==> config.mk <==
export PLATFORM = sky130hd
export DESIGN_NAME = detect_pattern_flat
export DESIGN_NICKNAME = d
export VERILOG_FILES = /design/src/rtl/detect_pkg.sv /design/src/rtl/detect_pattern_if.sv /design/src/rtl/sat_counter.sv /design/src/rtl/detect_pattern.sv /design/src/flat_wrapper.sv
export SDC_FILE = /design/constraint.sdc
export NUM_CORES = 1
export LEC_CHECK = 0
export BUFFER_PORTS_ARGS = -buffer_cell sky130_fd_sc_hd__buf_2
export CAP_MARGIN = 40
export CORE_UTILIZATION = 45
export DETAILED_ROUTE_END_ITERATION = 10
export GPL_ROUTABILITY_DRIVEN = 0
export PLACE_DENSITY_LB_ADDON = 0.25
export SLEW_MARGIN = 20
export SYNTH_ARGS = -nofsm -noshare
export SYNTH_HDL_FRONTEND = slang
export SYNTH_SLANG_ARGS = --single-unit
==> constraint.sdc <==
create_clock -name clk -period 2.4 [get_ports clk]
set_clock_uncertainty 0.15 [all_clocks]
set_input_delay 0.24 -clock clk [delete_from_list [all_inputs] [get_ports clk]]
set_output_delay 0.24 -clock clk [all_outputs]
set_load 0.01 [all_outputs]
==> src/rtl/detect_pkg.sv <==
// Shared constants and helpers for the serial pattern detector family.
package detect_pkg;

  // Values for the MEALY_FSM parameter.
  localparam bit MODE_MEALY = 1'b1;
  localparam bit MODE_MOORE = 1'b0;

  // Values for the OVERLAP parameter.
  localparam bit OVERLAP_ON  = 1'b1;
  localparam bit OVERLAP_OFF = 1'b0;

  // Width needed to hold a pattern length in the range 0..pattern_w.
  function automatic int unsigned len_w(input int unsigned pattern_w);
    return $clog2(pattern_w + 1);
  endfunction

endpackage

==> src/rtl/detect_pattern_if.sv <==
// Stream, configuration and status bundle of the pattern detector.
interface detect_pattern_if
  import detect_pkg::*;
#(
  parameter int unsigned PATTERN_W = 8,
  parameter int unsigned COUNT_W   = 16
) ();

  localparam int unsigned LEN_W = len_w(PATTERN_W);

  logic                 series_valid;
  logic                 series;
  logic                 cfg_load;
  logic [PATTERN_W-1:0] cfg_pattern;
  logic [LEN_W-1:0]     cfg_len;
  logic                 clr_count;
  logic                 detect;
  logic [COUNT_W-1:0]   match_count;
  logic                 cfg_err;

  // Stimulus side: drives the stream and configuration.
  modport master (
    output series_valid, series, cfg_load, cfg_pattern, cfg_len, clr_count,
    input  detect, match_count, cfg_err
  );

  // Detector side.
  modport slave (
    input  series_valid, series, cfg_load, cfg_pattern, cfg_len, clr_count,
    output detect, match_count, cfg_err
  );

endinterface

==> src/rtl/sat_counter.sv <==
// Saturating event counter with synchronous clear; clear plus increment yields 1.
module sat_counter #(
  parameter int unsigned WIDTH = 16
) (
  input  logic             clk,
  input  logic             rst,
  input  logic             inc,
  input  logic             clr,
  output logic [WIDTH-1:0] count
);

  logic [WIDTH-1:0] r_count;
  logic [WIDTH-1:0] w_count_next;

  // Next count: clear wins over hold, an event in the clear cycle still counts.
  always_comb begin
    w_count_next = r_count;
    if (clr) begin
      w_count_next = inc ? WIDTH'(1) : '0;
    end else if (inc && (r_count != '1)) begin
      w_count_next = r_count + WIDTH'(1);
    end
  end

  // Count register with synchronous reset.
  always_ff @(posedge clk) begin
    if (rst) begin
      r_count <= '0;
    end else begin
      r_count <= w_count_next;
    end
  end

  assign count = r_count;

endmodule

==> src/rtl/detect_pattern.sv <==
// Programmable serial bit-pattern detector with run-time reload, input-valid
// gating, overlap policy and a saturating match counter.
module detect_pattern
  import detect_pkg::*;
#(
  parameter int unsigned          PATTERN_W       = 8,
  parameter logic [PATTERN_W-1:0] DEFAULT_PATTERN = PATTERN_W'(8'b0000_1011),
  parameter int unsigned          DEFAULT_LEN     = 4,
  parameter bit                   OVERLAP         = OVERLAP_ON,
  parameter bit                   MEALY_FSM       = MODE_MEALY,
  parameter int unsigned          COUNT_W         = 16
) (
  input logic            clk,
  input logic            rst,
  detect_pattern_if.slave bus
);

  localparam int unsigned LEN_W = len_w(PATTERN_W);

  logic [PATTERN_W-1:0] r_pat;
  logic [PATTERN_W-1:0] r_hist;
  logic [LEN_W-1:0]     r_len;
  logic [LEN_W-1:0]     r_fill;
  logic                 r_detect;
  logic                 r_cfg_err;

  logic                 w_accept;
  logic                 w_cfg_ok;
  logic                 w_fill_ok;
  logic                 w_match;
  logic [PATTERN_W-1:0] w_cand;
  logic [PATTERN_W-1:0] w_mask;
  logic [LEN_W:0]       w_fill_inc;
  logic [LEN_W-1:0]     w_fill_next;
  logic                 w_unused_hist_msb;

  // A bit presented alongside a config load is dropped.
  assign w_accept = bus.series_valid & ~bus.cfg_load;
  assign w_cfg_ok = (bus.cfg_len != '0) && (bus.cfg_len <= LEN_W'(PATTERN_W));

  // Candidate window including the incoming bit; only the low len bits count.
  assign w_cand     = {r_hist[PATTERN_W-2:0], bus.series};
  assign w_mask     = ~({PATTERN_W{1'b1}} << r_len);
  assign w_fill_inc = {1'b0, r_fill} + {{LEN_W{1'b0}}, 1'b1};
  assign w_fill_ok  = (w_fill_inc >= {1'b0, r_len});
  assign w_match    = w_accept && w_fill_ok && (((w_cand ^ r_pat) & w_mask) == '0);

  // The oldest history bit shifts out unused.
  assign w_unused_hist_msb = r_hist[PATTERN_W-1];

  // Fill level after an accepted bit: saturate at len, or restart after a match.
  always_comb begin
    w_fill_next = w_fill_inc[LEN_W-1:0];
    if (w_match && (OVERLAP == OVERLAP_OFF)) begin
      w_fill_next = '0;
    end else if (w_fill_ok) begin
      w_fill_next = r_len;
    end
  end

  // Config, history, fill, registered detect and config-error pulse.
  always_ff @(posedge clk) begin
    if (rst) begin
      r_pat     <= DEFAULT_PATTERN;
      r_len     <= LEN_W'(DEFAULT_LEN);
      r_hist    <= '0;
      r_fill    <= '0;
      r_detect  <= 1'b0;
      r_cfg_err <= 1'b0;
    end else begin
      r_cfg_err <= bus.cfg_load & ~w_cfg_ok;
      if (bus.cfg_load) begin
        r_detect <= 1'b0;
        if (w_cfg_ok) begin
          r_pat  <= bus.cfg_pattern;
          r_len  <= bus.cfg_len;
          r_hist <= '0;
          r_fill <= '0;
        end
      end else if (w_accept) begin
        r_hist   <= w_cand;
        r_fill   <= w_fill_next;
        r_detect <= w_match;
      end
    end
  end

  sat_counter #(
    .WIDTH (COUNT_W)
  ) u_match_count (
    .clk   (clk),
    .rst   (rst),
    .inc   (w_match),
    .clr   (bus.clr_count),
    .count (bus.match_count)
  );

  assign bus.detect  = (MEALY_FSM == MODE_MEALY) ? w_match : r_detect;
  assign bus.cfg_err = r_cfg_err;

endmodule

==> src/flat_wrapper.sv <==
// flat-port wrapper written by rule: the top's interface ports become plain ports
module detect_pattern_flat import detect_pkg::*;
#(
  parameter int unsigned          PATTERN_W       = 8,
  parameter logic [PATTERN_W-1:0] DEFAULT_PATTERN = PATTERN_W'(8'b0000_1011),
  parameter int unsigned          DEFAULT_LEN     = 4,
  parameter bit                   OVERLAP         = OVERLAP_ON,
  parameter bit                   MEALY_FSM       = MODE_MEALY,
  parameter int unsigned          COUNT_W         = 16
)
  (clk, rst, bus_series_valid, bus_series, bus_cfg_load, bus_cfg_pattern, bus_cfg_len, bus_clr_count, bus_detect, bus_match_count, bus_cfg_err);
  detect_pattern_if #(.PATTERN_W(PATTERN_W), .COUNT_W(COUNT_W)) bus_i ();
  input logic clk;
  input logic rst;
  input wire logic [$bits(bus_i.series_valid)-1:0] bus_series_valid;
  input wire logic [$bits(bus_i.series)-1:0] bus_series;
  input wire logic [$bits(bus_i.cfg_load)-1:0] bus_cfg_load;
  input wire logic [$bits(bus_i.cfg_pattern)-1:0] bus_cfg_pattern;
  input wire logic [$bits(bus_i.cfg_len)-1:0] bus_cfg_len;
  input wire logic [$bits(bus_i.clr_count)-1:0] bus_clr_count;
  output wire logic [$bits(bus_i.detect)-1:0] bus_detect;
  output wire logic [$bits(bus_i.match_count)-1:0] bus_match_count;
  output wire logic [$bits(bus_i.cfg_err)-1:0] bus_cfg_err;
  assign bus_i.series_valid = bus_series_valid;
  assign bus_i.series = bus_series;
  assign bus_i.cfg_load = bus_cfg_load;
  assign bus_i.cfg_pattern = bus_cfg_pattern;
  assign bus_i.cfg_len = bus_cfg_len;
  assign bus_i.clr_count = bus_clr_count;
  assign bus_detect = bus_i.detect;
  assign bus_match_count = bus_i.match_count;
  assign bus_cfg_err = bus_i.cfg_err;
  detect_pattern #(.PATTERN_W(PATTERN_W), .DEFAULT_PATTERN(DEFAULT_PATTERN), .DEFAULT_LEN(DEFAULT_LEN), .OVERLAP(OVERLAP), .MEALY_FSM(MEALY_FSM), .COUNT_W(COUNT_W)) u_core (.clk(clk), .rst(rst), .bus(bus_i));
endmodule
Word-level counts from Yosys, hierarchy flattened. Cells that the tools add are included.

Eq/ne operators: 2. Bitwise logic cells: 7. Reduce and logical (&&, ||, !) cells: 10. Add/subtract/negate cells: 2. Order comparisons: 2. Shift operators: 1. Multiplexer cells: 10.

Operators by type and width (number): 16-bit two-way mux (2); 7-bit two-way mux (3); 16-bit by 1-bit adder with 16-bit output (second input constant) (1); 4-bit two-way mux (4); 16-bit != test (second input constant) (1); 8-bit AND (1); 8-bit logical NOT (1); 8-bit NOT (1); 8-bit by 4-bit left shift with 8-bit output (first input constant) (1); 8-bit XOR (1); 4-bit by 1-bit adder with 5-bit output (second input constant) (1); 5-bit by 4-bit greater-or-equal comparator with 1-bit output (1); 4-bit <= comparator (second input constant) (1); 1-bit logical AND (4); 2-bit AND reduction (2); 2-bit nonzero test (2); 4-bit nonzero test (1); 1-bit AND (2); 2-bit by 1-bit != test with 1-bit output (second input constant) (1); 1-bit NOT (2); 1-bit two-way mux (1).

Word-level logic and storage cells: 40. Bits of input ports: 18. Register bits: 40. Output and inout port bits: 18.

Logic depth before layout (Yosys ltp). Gate-level depths: netlist of the first run.

Depth in word-level cells: 8. Depth in mapped cells: 11. Mapped depth without buffers: 9.

Cells and area by module. A second synthesis of the first run with hierarchy kept.

Cells, all modules: 255. Area, all modules: 2134.5 um^2.

By module, submodules not included: detect_pattern (times used 1, seq. area each 480.5 um^2, area each 1293.7 um^2, cells each 156); sat_counter (times used 1, seq. area each 320.3 um^2, area each 840.8 um^2, cells each 99).

Least setup slack after synthesis of the first run. Ideal clock, no wire load.

Path type: register -> register. Start: register u_core.r_fill[0]. End: register u_core.u_match_count.r_count[15], in the netlist u_core.u_match_count.count[15]. Cell stages (with the launch flop): 9. Path buffers: 0. Data required time: 2.180 ns. Clock period less this slack: 2.409 ns. Arrival: 2.188 ns. Slack: -0.009 ns. Cells stage by stage: dfxtp_1 > ha_1 > xor2_1 > ha_1 > o2111ai_1 > a211oi_2 > nand3_2 > or4_1 > a21oi_1.

Word-level cells in the longest chain between the ends: 6.

Ends and longest elaborated chain: from (decl) (line detect_pattern.sv:23) `logic [LEN_W-1:0] r_fill;`; from (signal assigned) (line detect_pattern.sv:82) `r_fill <= w_fill_next;`; 4-bit by 1-bit adder with 5-bit output (line detect_pattern.sv:44) `assign w_fill_inc = {1'b0, r_fill} + {{LEN_W{1'b0}}, 1'b1};`; 5-bit by 4-bit greater-or-equal comparator with 1-bit output (line detect_pattern.sv:45) `assign w_fill_ok = (w_fill_inc >= {1'b0, r_len});`; 1-bit logical AND (2 in a row) (line detect_pattern.sv:46) `assign w_match = w_accept && w_fill_ok && (((w_cand ^ r_pat) & w_mask) == '0);`; 1-bit logical AND (line sat_counter.sv:20) `end else if (inc && (r_count != '1)) begin`; 2-bit nonzero test (no line); to (signal assigned) (line sat_counter.sv:30) `r_count <= w_count_next;`; to (decl) (line sat_counter.sv:12) `logic [WIDTH-1:0] r_count;`.

Every way passes these cells. A chain may end at the register's enable or synchronous reset.

Worst setup path after layout of the first run.
Start: register u_core.r_fill[1]. End: register u_core.u_match_count.r_count[15], in the netlist u_core.u_match_count.count[15].

Same word-level chain as after synthesis.

==> summary.txt, run 1 <==
CTS
  – Total CTS buffers: 5
  – CTS Root Cell: clkbuf_8
  – Clock sink count: 40
  – Htree depth: 2
  – CTS tree: yes
  – Maximum clock insertion buffer count: 2
  – CTS clk-pin slew, worst paths: approximately 0.08 ns
  – Clk_lat worst skew: 0.29 ns

Timing
  – Worst hold margin: about 0.025 ns
  – Tcrit/Tclk final: 105.8%
  – Fin. max-slew vios: 0
  – Slew headroom: ~66%
  – Setup Total Neg Slack: -0.8306 ns
  – Worst-Margin Slew: around 0.5 ns
  – RSZ-0062 raised after global routing: yes
  – Final Hold Viols: 0
  – Worst setup margin: -0.1399 ns
  – Tmin final: ~2.5 ns
  – F_max: between 300 and 400 MHz
  – Endpoints failing setup: 11

Logic synthesis
  – Cell taking the most area after synthesis: dfxtp_1
  – FFs w/ async S/R, synth: 0%
  – Top cells by area, synth: dfxtp_1, a21oi_1, nand2_1
  – Mapped Cells: around 260
  – Synthesized area per cell: between 8 and 9 um^2
  – Yosys top cell area share: 38.83%
  – Seq cells post-synth: 40
  – Synth cell types: 47
  – Sequential share of the synthesized area: between 30% and 40%
  – Ys flop type: dfxtp_1
  – Mapped Nets: approximately 280
  – Cell Area, Synth: about 2100 um^2
  – YS warnings: 0
  – EDFF count, synth: 0

Floorplan
  – I/O pin cnt: 36
  – Initial Util: between 40% and 50%
  – Die height: around 70 um
  – DIE AREA: about 4900 um^2
  – Core Region: roughly 4400 um^2
  – FP Rows: 24
  – Die Wd: roughly 70 um

Routing
  – Final ANT Viol Nets: 0
  – Final WL: approximately 4.7 mm
  – DRT Pass-1 Iters: 4
  – Post-DR vias/cell: between 5 and 6
  – Routed length on met3: ~210 um
  – Wl on met1: 2.230 mm
  – Per-cell routed wire length: 13.14 um
  – DR DRC count: 0
  – Wire length on met2: ~2.2 mm
  – Initial DRC count: 92
  – DR vias: just under 2k
  – Highest routed layer: met4

Run status
  – Status: finished, violations left
  – Violated checks: negative setup slack

Layout
  – Nets@finish: roughly 330
  – Commonest non-fill, non-tap cell in the layout: nand2_1
  – Final Util: roughly three fifths
  – Finished Layout Cells: 360
  – Final Instance Area: ~2600 um^2
  – Ant diodes: 0
  – Area delta synth->final: 26.15%
  – Most frequent cells in the layout: nand2_1, dfxtp_1, buf_2
  – Fraction of layout cells with a size suffix above 1: approximately 28%

Pwr
  – Static Leak: roughly 0.96 nW
  – Total chip power: between 1 and 1.5 mW
  – Peak VDD IR: about 0.29 mV
  – Power Dens Cells: just under 500 nW/um^2

Place
  – PortBufs: 35
  – DPL Wire Length: between 3 and 4 mm
  – DP Worst Slack: -0.1473 ns
  – Cell total after placement: around 350
  – Post-DP Area: approximately 2400 um^2

Worst setup path
  – Startpoint class of the critical path: flip-flop
  – Worst Path Max Fanout: 13
  – Req. time, crit path: 2.48 ns
  – Crit Reg-Reg Endpoint: u_core.u_match_count.count[15]$_SDFFE_PP0P_
  – Worst path cell trace: nand3_2 -> xnor2_1 -> ha_1 -> a21oi_2 -> and2_4 -> a211oi_4 -> nand3_2 -> buf_12 -> or4_1 -> a21oi_1
  – Worst path most repeated cell: nand3_2
  – R2R setup slack: -0.14 ns
  – Setup Crit Path Kind: flip-flop to flip-flop
  – CP arrival: approximately 2.6 ns
  – CP max stage cell: or4_1
  – Nature of the critical path endpoint: flip-flop
  – Worst Reg-to-Reg Cells: 10
  – RR Startpoint: u_core.r_fill[1]$_SDFFE_PP0P_
  – CP max stage delay: 0.46 ns

Global route
  – Largest net degree at the start of global routing: 27
  – Vias in the first global route: around 1.8k
  – Antenna violations before repair: 0
  – Total gr overflow: 0
  – First-pass GRT wire length: about 8.0 mm
  – GRT Total Usage: between 20% and 30%

Hold path
  – WHS Endpoint: u_core.r_len[2]$_SDFFE_PP1P_
  – Worst Hold Depth: 2
  – Hold/Removal Path Class: primary input to flip-flop
  – Hold path startpoint: bus_cfg_len[2]

Flow run
  – MaxCap Viol Count: 0
critical path, delay by kind of cell (launching register included):
kind,cells,cell delay (ns)
fa+ha+maj,1,0.34
xor+xnor,1,0.15
flops,1,0.36
buf+inv,1,0.16
compound gates,3,0.46
simple gates,4,0.86
final cells by class:
cell class / instances / area (um^2)
Fill cell: 393 / 1783
Multi-Input combinational cell: 197 / 1246
Sequential cell: 40 / 804.5
Timing Repair Buffer: 58 / 385.4
Clock buffer: 6 / 72.57
Tap cell: 52 / 65.06
Inverter: 6 / 22.52
Clock inverter: 1 / 5.005
flip-flops by register name, summed over array words and instances (netlist names):
| register | count |
|---|---|
| u_core.r_fill | 4 |
| u_core.bus.cfg_err | 1 |
| u_core.u_match_count.count | 16 |
| u_core.r_pat | 8 |
| u_core.r_hist | 7 |
| u_core.r_len | 4 |
routing by layer:
metal | GRT usage (%) | vias up
met5 | 0 | -
met4 | 8.444 | 0
met3 | 5.087 | 6
met2 | 33.33 | 51
met1 | 25.64 | 895
li1 | - | 1018
kinds of logic after synthesis:
kind of cell    after synthesis  synth area share, %
xor+xnor                     11                5.583
flops                        40                38.84
fa+ha+maj                     6                3.641
buf+inv                      18                3.823
mux                           1               0.4855
simple gates                111                28.34
compound gates               68                19.30
power breakdown:
part	switching (mW)	internal [mW]
Clock	0.227	0.198
Combinational	0.0924	0.0761
Sequential	0.0121	0.680
cell usage after synthesis, drive strengths merged (6+ instances only):
| master | number |
|---|---|
| dfxtp | 40 |
| nand2 | 40 |
| a21oi | 36 |
| nand3 | 24 |
| o21ai | 13 |
| clkbuf | 10 |
| xnor2 | 10 |
| nor2 | 8 |
| or3 | 8 |
| ha | 6 |
| inv | 6 |
how the worst max path moves through the flow:
stage / start / endpoint / slack (ns)
2_1_floorplan: u_core.r_fill[0]$_SDFFE_PP0P_ / u_core.u_match_count.count[15]$_SDFFE_PP0P_ / 0.04
3_3_place_gp: u_core.r_fill[0]$_SDFFE_PP0P_ / u_core.u_match_count.count[13]$_SDFFE_PP0P_ / -0.05
3_5_place_dp: u_core.r_fill[1]$_SDFFE_PP0P_ / u_core.u_match_count.count[15]$_SDFFE_PP0P_ / -0.15
4_1_cts: u_core.r_fill[0]$_SDFFE_PP0P_ / u_core.u_match_count.count[15]$_SDFFE_PP0P_ / -0.11
5_1_grt: u_core.r_fill[1]$_SDFFE_PP0P_ / u_core.u_match_count.count[13]$_SDFFE_PP0P_ / -0.25
6_report: u_core.r_fill[1]$_SDFFE_PP0P_ / u_core.u_match_count.count[15]$_SDFFE_PP0P_ / -0.14
what timing repair did:
| item | 4_1_cts | 5_1_grt |
|---|---|---|
| pin swaps | 1 | 8 |
| endpoints found under the hold margin | 3 | 0 |
| endpoints found under the setup margin | 11 | 14 |
| hold buffers | 3 | 0 |
| gates resized for setup | 7 | 8 |
| gates cloned | 0 | 1 |
| buffers inserted | 0 | 1 |
No activity file was read; power rests on OpenSTA's default activity.
==> inputs of run 2 (changes only) <==
--- a/config.mk
+++ b/config.mk
@@ -15,3 +15,4 @@
 export SYNTH_ARGS = -nofsm -noshare
 export SYNTH_HDL_FRONTEND = slang
 export SYNTH_SLANG_ARGS = --single-unit
+export TNS_END_PERCENT = 5
==> run 2 against run 1 <==
  * The flow still finishes with violations (negative setup slack)
  * Final area is 2.9% lower
  * Highest routed layer unchanged
  * Worst setup slack better by 0.045 ns
  * Wire length is 2.3% lower
  * Clock power hardly changed
  * Utilization is 1.7 points lower
  * Clock-buffer cell count stayed put
==> summary.txt, run 2 (synthesis gave the netlist of run 1 again) <==
CTS
  – Total CTS buffers: 5
  – CTS tree: yes
  – Maximum clock insertion buffer count: 2
  – CTS Root Cell: clkbuf_8
  – Clock sink count: 40
  – CTS clk-pin slew, worst paths: 0.08 ns
  – Clk_lat worst skew: between 0.2 and 0.3 ns
  – Htree depth: 2

Place
  – DPL Wire Length: about 3.3 mm
  – Cell total after placement: ~350
  – Post-DP Area: ~2400 um^2
  – PortBufs: 35

Worst setup path
  – Req. time, crit path: ~2.5 ns
  – Nature of the critical path endpoint: flip-flop
  – CP arrival: between 2 and 3 ns
  – R2R setup slack: -0.09 ns
  – Worst Reg-to-Reg Cells: 10
  – Setup Crit Path Kind: flip-flop to flip-flop
  – Crit Reg-Reg Endpoint: u_core.u_match_count.count[15]$_SDFFE_PP0P_
  – Startpoint class of the critical path: flip-flop
  – Worst Path Max Fanout: 26
  – RR Startpoint: u_core.r_fill[1]$_SDFFE_PP0P_

Flow run
  – MaxCap Viol Count: 0

Run status
  – Violated checks: negative setup slack
  – Status: finished, violations left

Timing
  – Endpoints failing setup: 7
  – Slew headroom: roughly two thirds
  – RSZ-0062 raised after global routing: yes
  – Fin. max-slew vios: 0
  – F_max: roughly 400 MHz
  – Worst hold margin: about 0.024 ns
  – Tmin final: between 2 and 2.5 ns
  – Worst-Margin Slew: 0.5106 ns
  – Tcrit/Tclk final: 103.9%
  – Worst setup margin: -0.09468 ns
  – Final Hold Viols: 0

Routing
  – Final WL: about 4.6 mm
  – Initial DRC count: 72
  – DRT Pass-1 Iters: 4
  – DR vias: just under 2k
  – Post-DR vias/cell: around 5.5
  – DR DRC count: 0
  – Per-cell routed wire length: 12.91 um
  – Final ANT Viol Nets: 0

Floorplan
  – I/O pin cnt: 36
  – Die height: approximately 70 um
  – Die Wd: 69.69 um
  – Core Region: approximately 4400 um^2
  – FP Rows: 24
  – Initial Util: 47.03%
  – DIE AREA: a little under 5000 um^2

Layout
  – Area delta synth->final: 22.45%
  – Largest register FFs: 16
  – Nets@finish: between 300 and 400
  – Ant diodes: 0
  – Final Util: a little under three fifths
  – Final Instance Area: 2525 um^2
  – Commonest non-fill, non-tap cell in the layout: nand2_1
  – Most frequent cells in the layout: nand2_1, dfxtp_1, a21oi_1, buf_2, nand3_1
  – Finished Layout Cells: 358
  – Fraction of layout cells with a size suffix above 1: about a quarter

Hold path
  – Hold path startpoint: bus_cfg_len[2]
  – Hold/Removal Path Class: primary input to flip-flop
  – WHS Endpoint: u_core.r_len[2]$_SDFFE_PP1P_
  – Worst Hold Depth: 2

Pwr
  – Static Leak: 0.9370 nW
  – Peak VDD IR: approximately 0.28 mV
  – Power Dens Cells: about 500 nW/um^2
  – Total chip power: 1.275 mW

Global route
  – Largest net degree at the start of global routing: 27
  – Antenna violations before repair: 0
  – Vias in the first global route: ~1.8k
  – Total gr overflow: 0
  – GRT Total Usage: 20.46%
  – First-pass GRT wire length: 8.052 mm
==> run 2: cell count changes in the layout (fill, tap and decap cells not counted), moves of 2 or more <==
cell     change
a21oi_2      -2
o31ai_1      +2
o31ai_2      -2
a21oi_1      +2
==> run 2: cell type report <==
type	instances	area [um^2]
Clock inverter	1	5.005
Multi-Input combinational cell	197	1202
Sequential cell	40	804.5
Inverter	6	22.52
Timing Repair Buffer	56	352.8
Tap cell	52	65.06
Fill cell	410	1859
Clock buffer	6	72.57
==> run 2: worst max path at each step <==
stage,from,end,cells after the start
3_5_place_dp,u_core.r_fill[1]$_SDFFE_PP0P_,u_core.u_match_count.count[15]$_SDFFE_PP0P_,10
3_3_place_gp,u_core.r_fill[0]$_SDFFE_PP0P_,u_core.u_match_count.count[13]$_SDFFE_PP0P_,10
5_1_grt,u_core.r_fill[1]$_SDFFE_PP0P_,u_core.u_match_count.count[9]$_SDFFE_PP0P_,10
4_1_cts,u_core.r_fill[1]$_SDFFE_PP0P_,u_core.u_match_count.count[13]$_SDFFE_PP0P_,10
6_report,u_core.r_fill[1]$_SDFFE_PP0P_,u_core.u_match_count.count[15]$_SDFFE_PP0P_,10
2_1_floorplan,u_core.r_fill[0]$_SDFFE_PP0P_,u_core.u_match_count.count[15]$_SDFFE_PP0P_,8
==> run 2: through the flow <==
stage / setup WS [ns] / setup TNS [ns]
2_1_floorplan: 0.03530 / 0
3_3_place_gp: -0.05341 / -0.1528
3_5_place_dp: -0.1473 / -0.7081
4_1_cts: -0.09911 / -0.5042
5_1_grt: -0.2660 / -2.346
6_report: -0.09468 / -0.4609
==> run 2: power by group <==
| group | switching [mW] | total, mW | internal (mW) |
|---|---|---|---|
| clock | 0.224 | 0.421 | 0.198 |
| combinational | 0.0886 | 0.161 | 0.0723 |
| sequential | 0.0124 | 0.693 | 0.680 |
| total | 0.325 | 1.27 | 0.950 |
==> run 2: critical path, stage by stage (launching register included) <==
cell      delay [ns]
dfxtp_2         0.36
nand3_2         0.09
xnor2_1         0.15
ha_1            0.34
a21oi_2         0.08
and2_4          0.16
a211oi_2        0.22
nand3_2         0.12
buf_12          0.17
or4_1           0.47
a21oi_1         0.13
==> run 2: what timing repair did <==
item                                    4_1_cts  5_1_grt
pin swaps                                     5        0
setup buffers                                 0        0
hold buffers                                  3        0
endpoints found under the setup margin       11       14
resized for setup                             6        0
hold endpoints to repair                      3        0
==> run 2: metal layers <==
layer	GRT usage (%)	part of all wire [%]	vias up
met5	0	0	-
met1	25.82	49	894
met4	8.444	1.5	0
li1	-	-	1016
met2	33.33	47	39
met3	5.087	3.0	6
